### config.mk
export PLATFORM = sky130hd
export DESIGN_NAME = vend_ctrl
export DESIGN_NICKNAME = d
export VERILOG_FILES = /design/src/rtl/vend_pkg.sv /design/src/rtl/vend_state_enc.sv /design/src/rtl/vend_ctrl.sv
export SDC_FILE = /design/constraint.sdc
export NUM_CORES = 1
export LEC_CHECK = 0
export ABC_AREA = 1
export ABC_CLOCK_PERIOD_IN_PS = 3750
export CORE_MARGIN = 1.5
export CORE_UTILIZATION = 40
export DETAILED_ROUTE_END_ITERATION = 12
export SYNTH_ARGS = -nofsm -noshare
export SYNTH_HDL_FRONTEND = slang
export SYNTH_SLANG_ARGS = --single-unit
export TNS_END_PERCENT = 5
### constraint.sdc
create_clock -name clk -period 3.75 [get_ports clk]
set_clock_uncertainty 0.05 [all_clocks]
set_input_delay 0.9375 -clock clk [delete_from_list [all_inputs] [get_ports clk]]
set_output_delay 0.9375 -clock clk [all_outputs]
set_load 0.005 [all_outputs]
### src/rtl/vend_pkg.sv
// Shared vending-controller definitions: state codes, coin encodings/values, price table.
package vend_pkg;

    typedef enum logic [1:0] {
        ST_IDLE     = 2'd0,
        ST_COLLECT  = 2'd1,
        ST_DISPENSE = 2'd2,
        ST_CHANGE   = 2'd3
    } state_t;

    localparam logic [1:0] COIN_NONE = 2'b00;
    localparam logic [1:0] COIN_5    = 2'b01;
    localparam logic [1:0] COIN_10   = 2'b10;
    localparam logic [1:0] COIN_25   = 2'b11;

    localparam int unsigned DEFAULT_MAX_CREDIT = 200;

    localparam logic [7:0] PRICE [4] = '{8'd50, 8'd65, 8'd75, 8'd100};

    function automatic logic [7:0] coin_value(input logic [1:0] coin);
        case (coin)
            COIN_5:  coin_value = 8'd5;
            COIN_10: coin_value = 8'd10;
            COIN_25: coin_value = 8'd25;
            default: coin_value = 8'd0;
        endcase
    endfunction

    // Greedy change: largest coin not exceeding the remaining credit.
    function automatic logic [1:0] largest_coin(input logic [7:0] amount);
        if (amount >= 8'd25)      largest_coin = COIN_25;
        else if (amount >= 8'd10) largest_coin = COIN_10;
        else if (amount >= 8'd5)  largest_coin = COIN_5;
        else                      largest_coin = COIN_NONE;
    endfunction

endpackage

### src/rtl/vend_state_enc.sv
// Binary-to-one-hot state decoder; purely combinational from the registered state.
module vend_state_enc (
    input  logic [1:0] state_bin,
    output logic [3:0] state_onehot
);

    assign state_onehot = 4'b0001 << state_bin;

endmodule

### src/rtl/vend_ctrl.sv
// Vending controller: coin credit accounting, item dispense handshake, greedy change return.
// All outputs registered; one-hot state is decoded from the registered binary state.
module vend_ctrl
    import vend_pkg::*;
#(
    parameter int unsigned MAX_CREDIT = DEFAULT_MAX_CREDIT
) (
    input  logic       clk,
    input  logic       rst,
    input  logic       coin_valid,
    input  logic [1:0] coin_type,
    input  logic       sel_valid,
    input  logic [1:0] sel_item,
    input  logic       cancel,
    input  logic       disp_ready,
    input  logic       chg_ready,
    output logic [7:0] credit,
    output logic       disp_valid,
    output logic [1:0] disp_item,
    output logic       chg_valid,
    output logic [1:0] chg_coin,
    output logic       coin_reject,
    output logic       sel_deny,
    output logic [1:0] state_binary,
    output logic [3:0] state_onehot
);

    localparam logic [8:0] MAX_C = 9'(MAX_CREDIT);

    state_t     state_q, state_d;
    logic [7:0] credit_q, credit_d;
    logic       disp_valid_q, disp_valid_d;
    logic [1:0] disp_item_q, disp_item_d;
    logic       chg_valid_q, chg_valid_d;
    logic [1:0] chg_coin_q, chg_coin_d;
    logic       coin_reject_q, coin_reject_d;
    logic       sel_deny_q, sel_deny_d;

    logic [8:0] coin_sum;
    logic       coin_ok;
    logic       claimed;
    logic [7:0] price;
    logic [7:0] chg_rem;

    assign coin_sum = {1'b0, credit_q} + {1'b0, coin_value(coin_type)};
    assign coin_ok  = (coin_type != COIN_NONE) && (coin_sum <= MAX_C);
    assign price    = PRICE[sel_item];
    assign chg_rem  = credit_q - coin_value(chg_coin_q);

    always_comb begin
        state_d       = state_q;
        credit_d      = credit_q;
        disp_valid_d  = disp_valid_q;
        disp_item_d   = disp_item_q;
        chg_valid_d   = chg_valid_q;
        chg_coin_d    = chg_coin_q;
        coin_reject_d = 1'b0;
        sel_deny_d    = 1'b0;
        claimed       = 1'b0;

        case (state_q)
            ST_IDLE, ST_COLLECT: begin
                // An honoured cancel/selection claims the cycle, so a coin alongside it bounces.
                if (state_q == ST_COLLECT && cancel) begin
                    claimed = 1'b1;
                    if (credit_q == 8'd0) begin
                        state_d = ST_IDLE;
                    end else begin
                        state_d     = ST_CHANGE;
                        chg_valid_d = 1'b1;
                        chg_coin_d  = largest_coin(credit_q);
                    end
                end else if (sel_valid) begin
                    if (state_q == ST_COLLECT && credit_q >= price) begin
                        claimed      = 1'b1;
                        credit_d     = credit_q - price;
                        disp_item_d  = sel_item;
                        disp_valid_d = 1'b1;
                        state_d      = ST_DISPENSE;
                    end else begin
                        sel_deny_d = 1'b1;
                    end
                end
                if (coin_valid) begin
                    if (claimed || !coin_ok) begin
                        coin_reject_d = 1'b1;
                    end else begin
                        credit_d = coin_sum[7:0];
                        state_d  = ST_COLLECT;
                    end
                end
            end
            ST_DISPENSE: begin
                coin_reject_d = coin_valid;
                if (disp_ready) begin
                    disp_valid_d = 1'b0;
                    if (credit_q == 8'd0) begin
                        state_d = ST_IDLE;
                    end else begin
                        state_d     = ST_CHANGE;
                        chg_valid_d = 1'b1;
                        chg_coin_d  = largest_coin(credit_q);
                    end
                end
            end
            ST_CHANGE: begin
                coin_reject_d = coin_valid;
                if (chg_ready) begin
                    credit_d = chg_rem;
                    if (chg_rem == 8'd0) begin
                        state_d     = ST_IDLE;
                        chg_valid_d = 1'b0;
                        chg_coin_d  = COIN_NONE;
                    end else begin
                        chg_coin_d = largest_coin(chg_rem);
                    end
                end
            end
            default: state_d = ST_IDLE;
        endcase
    end

    always_ff @(posedge clk or negedge rst) begin
        if (!rst) begin
            state_q       <= ST_IDLE;
            credit_q      <= 8'd0;
            disp_valid_q  <= 1'b0;
            disp_item_q   <= 2'd0;
            chg_valid_q   <= 1'b0;
            chg_coin_q    <= COIN_NONE;
            coin_reject_q <= 1'b0;
            sel_deny_q    <= 1'b0;
        end else begin
            state_q       <= state_d;
            credit_q      <= credit_d;
            disp_valid_q  <= disp_valid_d;
            disp_item_q   <= disp_item_d;
            chg_valid_q   <= chg_valid_d;
            chg_coin_q    <= chg_coin_d;
            coin_reject_q <= coin_reject_d;
            sel_deny_q    <= sel_deny_d;
        end
    end

    assign credit       = credit_q;
    assign disp_valid   = disp_valid_q;
    assign disp_item    = disp_item_q;
    assign chg_valid    = chg_valid_q;
    assign chg_coin     = chg_coin_q;
    assign coin_reject  = coin_reject_q;
    assign sel_deny     = sel_deny_q;
    assign state_binary = state_q;

    vend_state_enc u_state_enc (
        .state_bin    (state_q),
        .state_onehot (state_onehot)
    );

endmodule

==> flow_summary.toml, run 1 <==
[run_status]
outcome = "finished clean"

[power_and_ir_drop]
power_frac_comb_pct = 76.5
power_mw = 2.58
netSwitchingPower_mw = 1.39
intPower_mw = 1.18
power.leakage_nw = 1.46
peakVddDrop_mv = 0.571
clkPwrFrac_pct = 6.2
power_density_nw_per_um2 = 926
netSwitchingFraction_pct = 54.0
seqPwrFrac_pct = 17.3

[logic_synthesis]
synth_most_common_cell = "nand2_1"
synth_top_family_by_area = "simple AND/OR/NAND/NOR gates"
synth_common_cells = "nand2_1, inv_1, nand3_1"
yosys_warnings = 0
avgSynthCellArea_um2 = 6.33
synth-seq-cells = 18
synth_edf_count = 0
synth_xor_xnor_area_share_pct = 3.79
synth_cells = 365
yosysSeqAreaShare_pct = 19.5
syn-cell-area_um2 = 2310
synthDistinctLibCells = 41
synthAdderAreaFrac_pct = 13.4
yosys.area_share.simple_pct = 40.7
synth_compound_area_share_pct = 10.8
yosys.area.top_type_share_pct = 19.5
syn_nets = 399
synthMuxAreaShare_pct = 0
yosys_most_used_dff = "dfrtp_1"
async_flop_share_pct = 100
synth_area_leader_cell = "dfrtp_1"
synth_area_leaders = "dfrtp_1, nand2_1, ha_1"

[routing]
dr.pass1.iters = 4
vias_per_cell = 5.08
wl_per_cell_um = 14.0
wirelength_um = 6590
ant_nets = 0
vias = 2395
route.detailed.drc = 0
drt_iter0_drc = 138

[sta]
final-hold-violation-count = 0
finalWorstPathRequiredPeriod_ns = 3.50
setup_viol = 0
setup_tns_ns = 0
period_share_pct = 93.3
max_freq_mhz = 286
slew_viol_final = 0
relSlewSlack_pct = 44.4
worstMarginPinSlew_ns = 0.832
fin_ws_ns = 0.251
rsz0062_at_grt = "no"

[floorplan]
fp.dieW_um = 79.0
start_util_pct = 41.7
core_area_um2 = 5540
die_h_um = 79.0
top_level_ports = 33
dieArea_um2 = 6250
rows = 27

[setup_path]
cp-end-kind = "flop"
critical_path_class = "primary input to flop"
r2r_cells = 14
r2r_slack_ns = 1.11
crit_path_start_kind = "primary input"
crit_fanout = 10
worstPathRequired_ns = 3.84
worst_ep_arrival_time_ns = 3.59

[clock_tree]
clk_latency_ns = 0.26
cts.sinks = 18
root_buffer = "clkbuf_8"
clockBufferDepth = 2
cts_max_level = 1
clk_pin_slew_ns = 0.06
numCtsBuffers = 3
cts_tree = "yes"

[cells_and_area]
stdcell_count = 471
drive_above_1_share_pct = 7.27
nNetsFinal = 434
areaGrowthSynthToFinish_pct = 20.4
antenna_cells = 0
utilization_pct = 50.2
fillCellCount = 593

[global_route]
grt_pass1_wl_um = 11000
grt_pass1_vias = 2250
grt_max_degree = 19
overflow = 0
antenna_found_initial = 0
grt_usage_pct = 22.7

[placement]
gp_congestion = 0.924
dp.cells = 467
io_buffers = 32
hpwl_um = 5370
place_ws_ns = -0.0614

[job]
maxCapViolCount = 0

[worst_hold_path]
hp-class = "flop to flop"
min_path_cells = 2
logic make-up after synthesis:
logic type | after synthesis
AND/OR/NAND/NOR | 201
XOR/XNOR | 10
flip-flops | 18
adder cells (fa/ha/maj) | 23
buffers and inverters | 68
AO/OA/AOI/OAI | 45
sequential cells by signal, summed over array words and instances (netlist names):
register / flops
credit: 8
chg_coin: 2
chg_valid: 1
state_binary: 2
coin_reject: 1
disp_valid: 1
sel_deny: 1
disp_item: 2
final timing paths:
| check | startpoint | to |
|---|---|---|
| setup / recovery | sel_item[1] | credit[3]$_DFFE_PN0P_ |
| hold / removal | disp_item[1]$_DFFE_PN0P_ | disp_item[1]$_DFFE_PN0P_ |
| setup reg to reg | credit[0]$_DFFE_PN0P_ | state_binary[0]$_DFFE_PN0P_ |
| hold reg to reg | disp_item[1]$_DFFE_PN0P_ | disp_item[1]$_DFFE_PN0P_ |
| max in group asynchronous | rst | sel_deny$_DFF_PN0_ |
| min in group asynchronous | rst | credit[2]$_DFFE_PN0P_ |
area by class of cell:
cell class | instances | area [um^2] | area share [%]
multi-input combinational | 279 | 1600 | 57.4
sequential | 18 | 450 | 16.2
tap | 72 | 90.1 | 3.24
timing repair buffer | 38 | 365 | 13.1
inverter | 60 | 225 | 8.09
clock buffer | 4 | 55.1 | 1.98
what timing repair did:
action | in CTS | in global routing
hold buffers | 0 | 0
buffers inserted | 0 | 0
gates resized for setup | 0 | 2
endpoints found under the setup margin | 0 | 3
worst max-delay path, cell delays in order:
cell and delay [ns]:
clkdlybuf4s50_1 0.51, inv_1 0.07, ha_1 0.29, ha_1 0.14, inv_1 0.07, fa_1 0.40
nand3_1 0.11, nand2_1 0.09, nand2_1 0.08, nand3_2 0.10, nand3_2 0.10, nand2_4 0.07
nor2_8 0.16, nand3_4 0.14, nand2_1 0.10, nand3_1 0.08, nand2_1 0.09, nand2_1 0.06
layer usage:
layer	share of wire (%)	routed length, um	vias to the layer above	global-route usage (%)
li1	-	-	1243	-
met1	46	3030	1082	31.4
met2	47	3090	59	37.8
met3	5.6	372	11	2.76
met4	1.4	91	0	4.74
met5	0	0	-	0
power groups by stage:
stage	sequential, mW	clock, mW	combinational [mW]
6_report	0.446	0.160	1.97
3_3_place_gp	0.450	0	1.95
4_1_cts	0.452	0.163	1.97
2_1_floorplan	0.380	0	1.43
5_1_grt	0.462	0.173	2.27
3_5_place_dp	0.454	0	1.96
placed cells by master, fill, tap and decap left out, drive strengths merged, types with 3 or more instances in the layout:
| master | count |
|---|---|
| fa | 3 |
| inv | 60 |
| nand4 | 17 |
| dfrtp | 18 |
| nand3 | 33 |
| buf | 6 |
| a21oi | 15 |
| clkdlybuf4s50 | 32 |
| ha | 20 |
| or2 | 5 |
| xor2 | 8 |
| nand2 | 117 |
| clkbuf | 4 |
| o21ai | 22 |
| nor2 | 24 |
metrics by stage:
stage	instance area, um^2	hold WS [ns]
final	2780	0.434
after global routing	2780	0.467
after CTS	2780	0.440
after detailed placement	2720	0.424
after global placement	2720	0.438
after floorplan	2310	0.426
(Power assumes the default switching activity.)
==> run 2: changes to the inputs <==
Settings changed: CAP_MARGIN set to 20, SYNTH_HIERARCHICAL set to 1.
==> run 2 against run 1 <==
  * Sequential share of layout area shrank 0.17 points
  * Non-clock buffer count is 1 lower
  * Clock power up 6%
  * Critical endpoint is now credit[7]$_DFFE_PN0P_
==> flow_summary.toml, run 2 <==
[logic_synthesis]
synth_most_common_cell = "nand2_1"
synth-seq-cells = 18
synth_common_cells = "nand2_1, inv_1, nand3_1"
synth_area_leader_cell = "dfrtp_1"
yosys.area.top_type_share_pct = 19.2
synth_area_leaders = "dfrtp_1, nand2_1, ha_1"
synthDistinctLibCells = 39
yosys_warnings = 6
yosysSeqAreaShare_pct = 19.2
synth_cells = 377
synth_edf_count = 0
syn-cell-area_um2 = 2340
avgSynthCellArea_um2 = 6.22
yosys_most_used_dff = "dfrtp_1"
syn_nets = 411
async_flop_share_pct = 100

[sta]
relSlewSlack_pct = 41.4
slew_viol_final = 0
hold_ws_ns = 0.446
final-hold-violation-count = 0
fin_ws_ns = 0.208
worstMarginPinSlew_ns = 0.876
max_freq_mhz = 282
rsz0062_at_grt = "no"
period_share_pct = 94.4
finalWorstPathRequiredPeriod_ns = 3.54
setup_viol = 0

[setup_path]
startpoint = "sel_item[1]"
r2r_slack_ns = 1.01
slowest_stage = "clkdlybuf4s50_1"
cp-end-kind = "flop"
r2r_cells = 14
timing.rr.start = "credit[0]$_DFFE_PN0P_"
crit_fanout = 5
worst_ep_arrival_time_ns = 3.65
worstPathRequired_ns = 3.86
r2r-end = "state_binary[1]$_DFFE_PN0P_"
path_cells = "clkdlybuf4s50_1 -> inv_1 -> ha_1 -> ha_1 -> inv_1 -> fa_1 -> nand3_1 -> nand2_1 -> nand2_1 -> nand3_2 -> nand3_2 -> nand2_4 -> nor2_8 -> buf_4 -> nand4_1 -> nand2_1 -> nand2_1 -> nand2_1 -> nand2_1"
cpMostUsedCell = "nand2_1"
crit_path_start_kind = "primary input"
cpPeakStageDelay_ns = 0.52
critical_path_class = "primary input to flop"

[clock_tree]
clockBufferDepth = 2
cts_hold_buffers = 0
cts_max_level = 1
clk_latency_ns = 0.26
numCtsBuffers = 3
cts.sinks = 18
clk_pin_slew_ns = 0.08
cts_tree = "yes"
post_cts_resized = 0
root_buffer = "clkbuf_8"
post_cts_buffers = 0

[cells_and_area]
drive_above_1_share_pct = 6.78
utilization_pct = 50.5
final_common_cell = "nand2_1"
areaGrowthSynthToFinish_pct = 20.1
final_cell_mix = "nand2_1, inv_1, nand3_1, clkdlybuf4s50_1, nor2_1"
nNetsFinal = 448
antenna_cells = 0
largest_reg_flops = 8

[global_route]
overflow = 0
grt_max_degree = 19
grt_pass1_vias = 2313
grt_usage_pct = 21.7
grt_pass1_wl_um = 10800
antenna_found_initial = 0

[placement]
place_ws_ns = -0.0188
gp_congestion = 0.881
io_buffers = 32
hpwl_um = 5200

[floorplan]
die_h_um = 79.5
dieArea_um2 = 6330
top_level_ports = 33
fp.dieW_um = 79.5
core_area_um2 = 5570
rows = 27
start_util_pct = 42.0

[power_and_ir_drop]
power.leakage_nw = 1.52
power_density_nw_per_um2 = 925
peakVddDrop_mv = 0.664

[routing]
vias_per_cell = 5.10
route.detailed.drc = 0
dr.pass1.iters = 4
ant_nets = 0
drt_iter0_drc = 114
wirelength_um = 6590
vias = 2472
wl_per_cell_um = 13.6

[worst_hold_path]
holdPathEnd = "disp_item[0]$_DFFE_PN0P_"
hold_start = "disp_item[0]$_DFFE_PN0P_"
min_path_cells = 2
hp-class = "flop to flop"

[job]
maxCapViolCount = 0

[run_status]
outcome = "finished clean"
run 2: layout make-up:
type,instances,area (um^2)
inverter,68,255
clock buffer,4,55.1
fill,588,2760
tap,72,90.1
multi-input combinational,286,1610
sequential,18,450
timing repair buffer,37,358
run 2: cell families (layout without fill, tap and decap cells):
kind of cell	Yosys count	in the layout	synth area share, %
AND/OR/NAND/NOR	208	208	40.7
buffers and inverters	73	109	12.3
AO/OA/AOI/OAI	45	45	10.8
adder cells (fa/ha/maj)	23	23	13.2
flip-flops	18	18	19.2
XOR/XNOR	10	10	3.74
run 2: worst max path at each step:
stage,to,cells after the start
detailed placement,credit[0]$_DFFE_PN0P_,18
finish,credit[7]$_DFFE_PN0P_,19
CTS,credit[0]$_DFFE_PN0P_,18
global placement,credit[0]$_DFFE_PN0P_,18
floorplan,credit[0]$_DFFE_PN0P_,17
global route,credit[0]$_DFFE_PN0P_,18
run 2: power breakdown:
group	switching, mW	internal, mW	total (mW)
clock	0.0758	0.0936	0.169
sequential	0.179	0.278	0.458
combinational	1.16	0.813	1.98
run 2: critical path, delay by kind of cell:
kind	cells	cell delay, ns
fa+ha+maj	3	0.85
buf+inv	4	0.79
simple gates	12	1.07
run 2: per-layer routing:
metal / share of wire [%] / vias up / track usage (%)
met5: 0 / - / 0
met4: 1.5 / 0 / 7.54
met3: 6.2 / 10 / 2.06
met2: 44 / 66 / 33.9
met1: 48 / 1113 / 30.9
li1: - / 1283 / -
run 2: per-stage QoR:
step	instance area (um^2)	total power, mW	TNS [ns]	std cells
after floorplan	2340	1.81	0	377
after global placement	2740	2.41	0	479
after detailed placement	2740	2.41	-0.0188	479
after CTS	2800	2.59	0	483
after global routing	2810	2.90	0	485
final	2810	2.60	0	485
==> run 3: changes to the inputs <==
Settings changed: CAP_MARGIN 20 to 0.
==> results of run 3 <==
The final DEF is identical to that of run 2; final timing and power are the same.
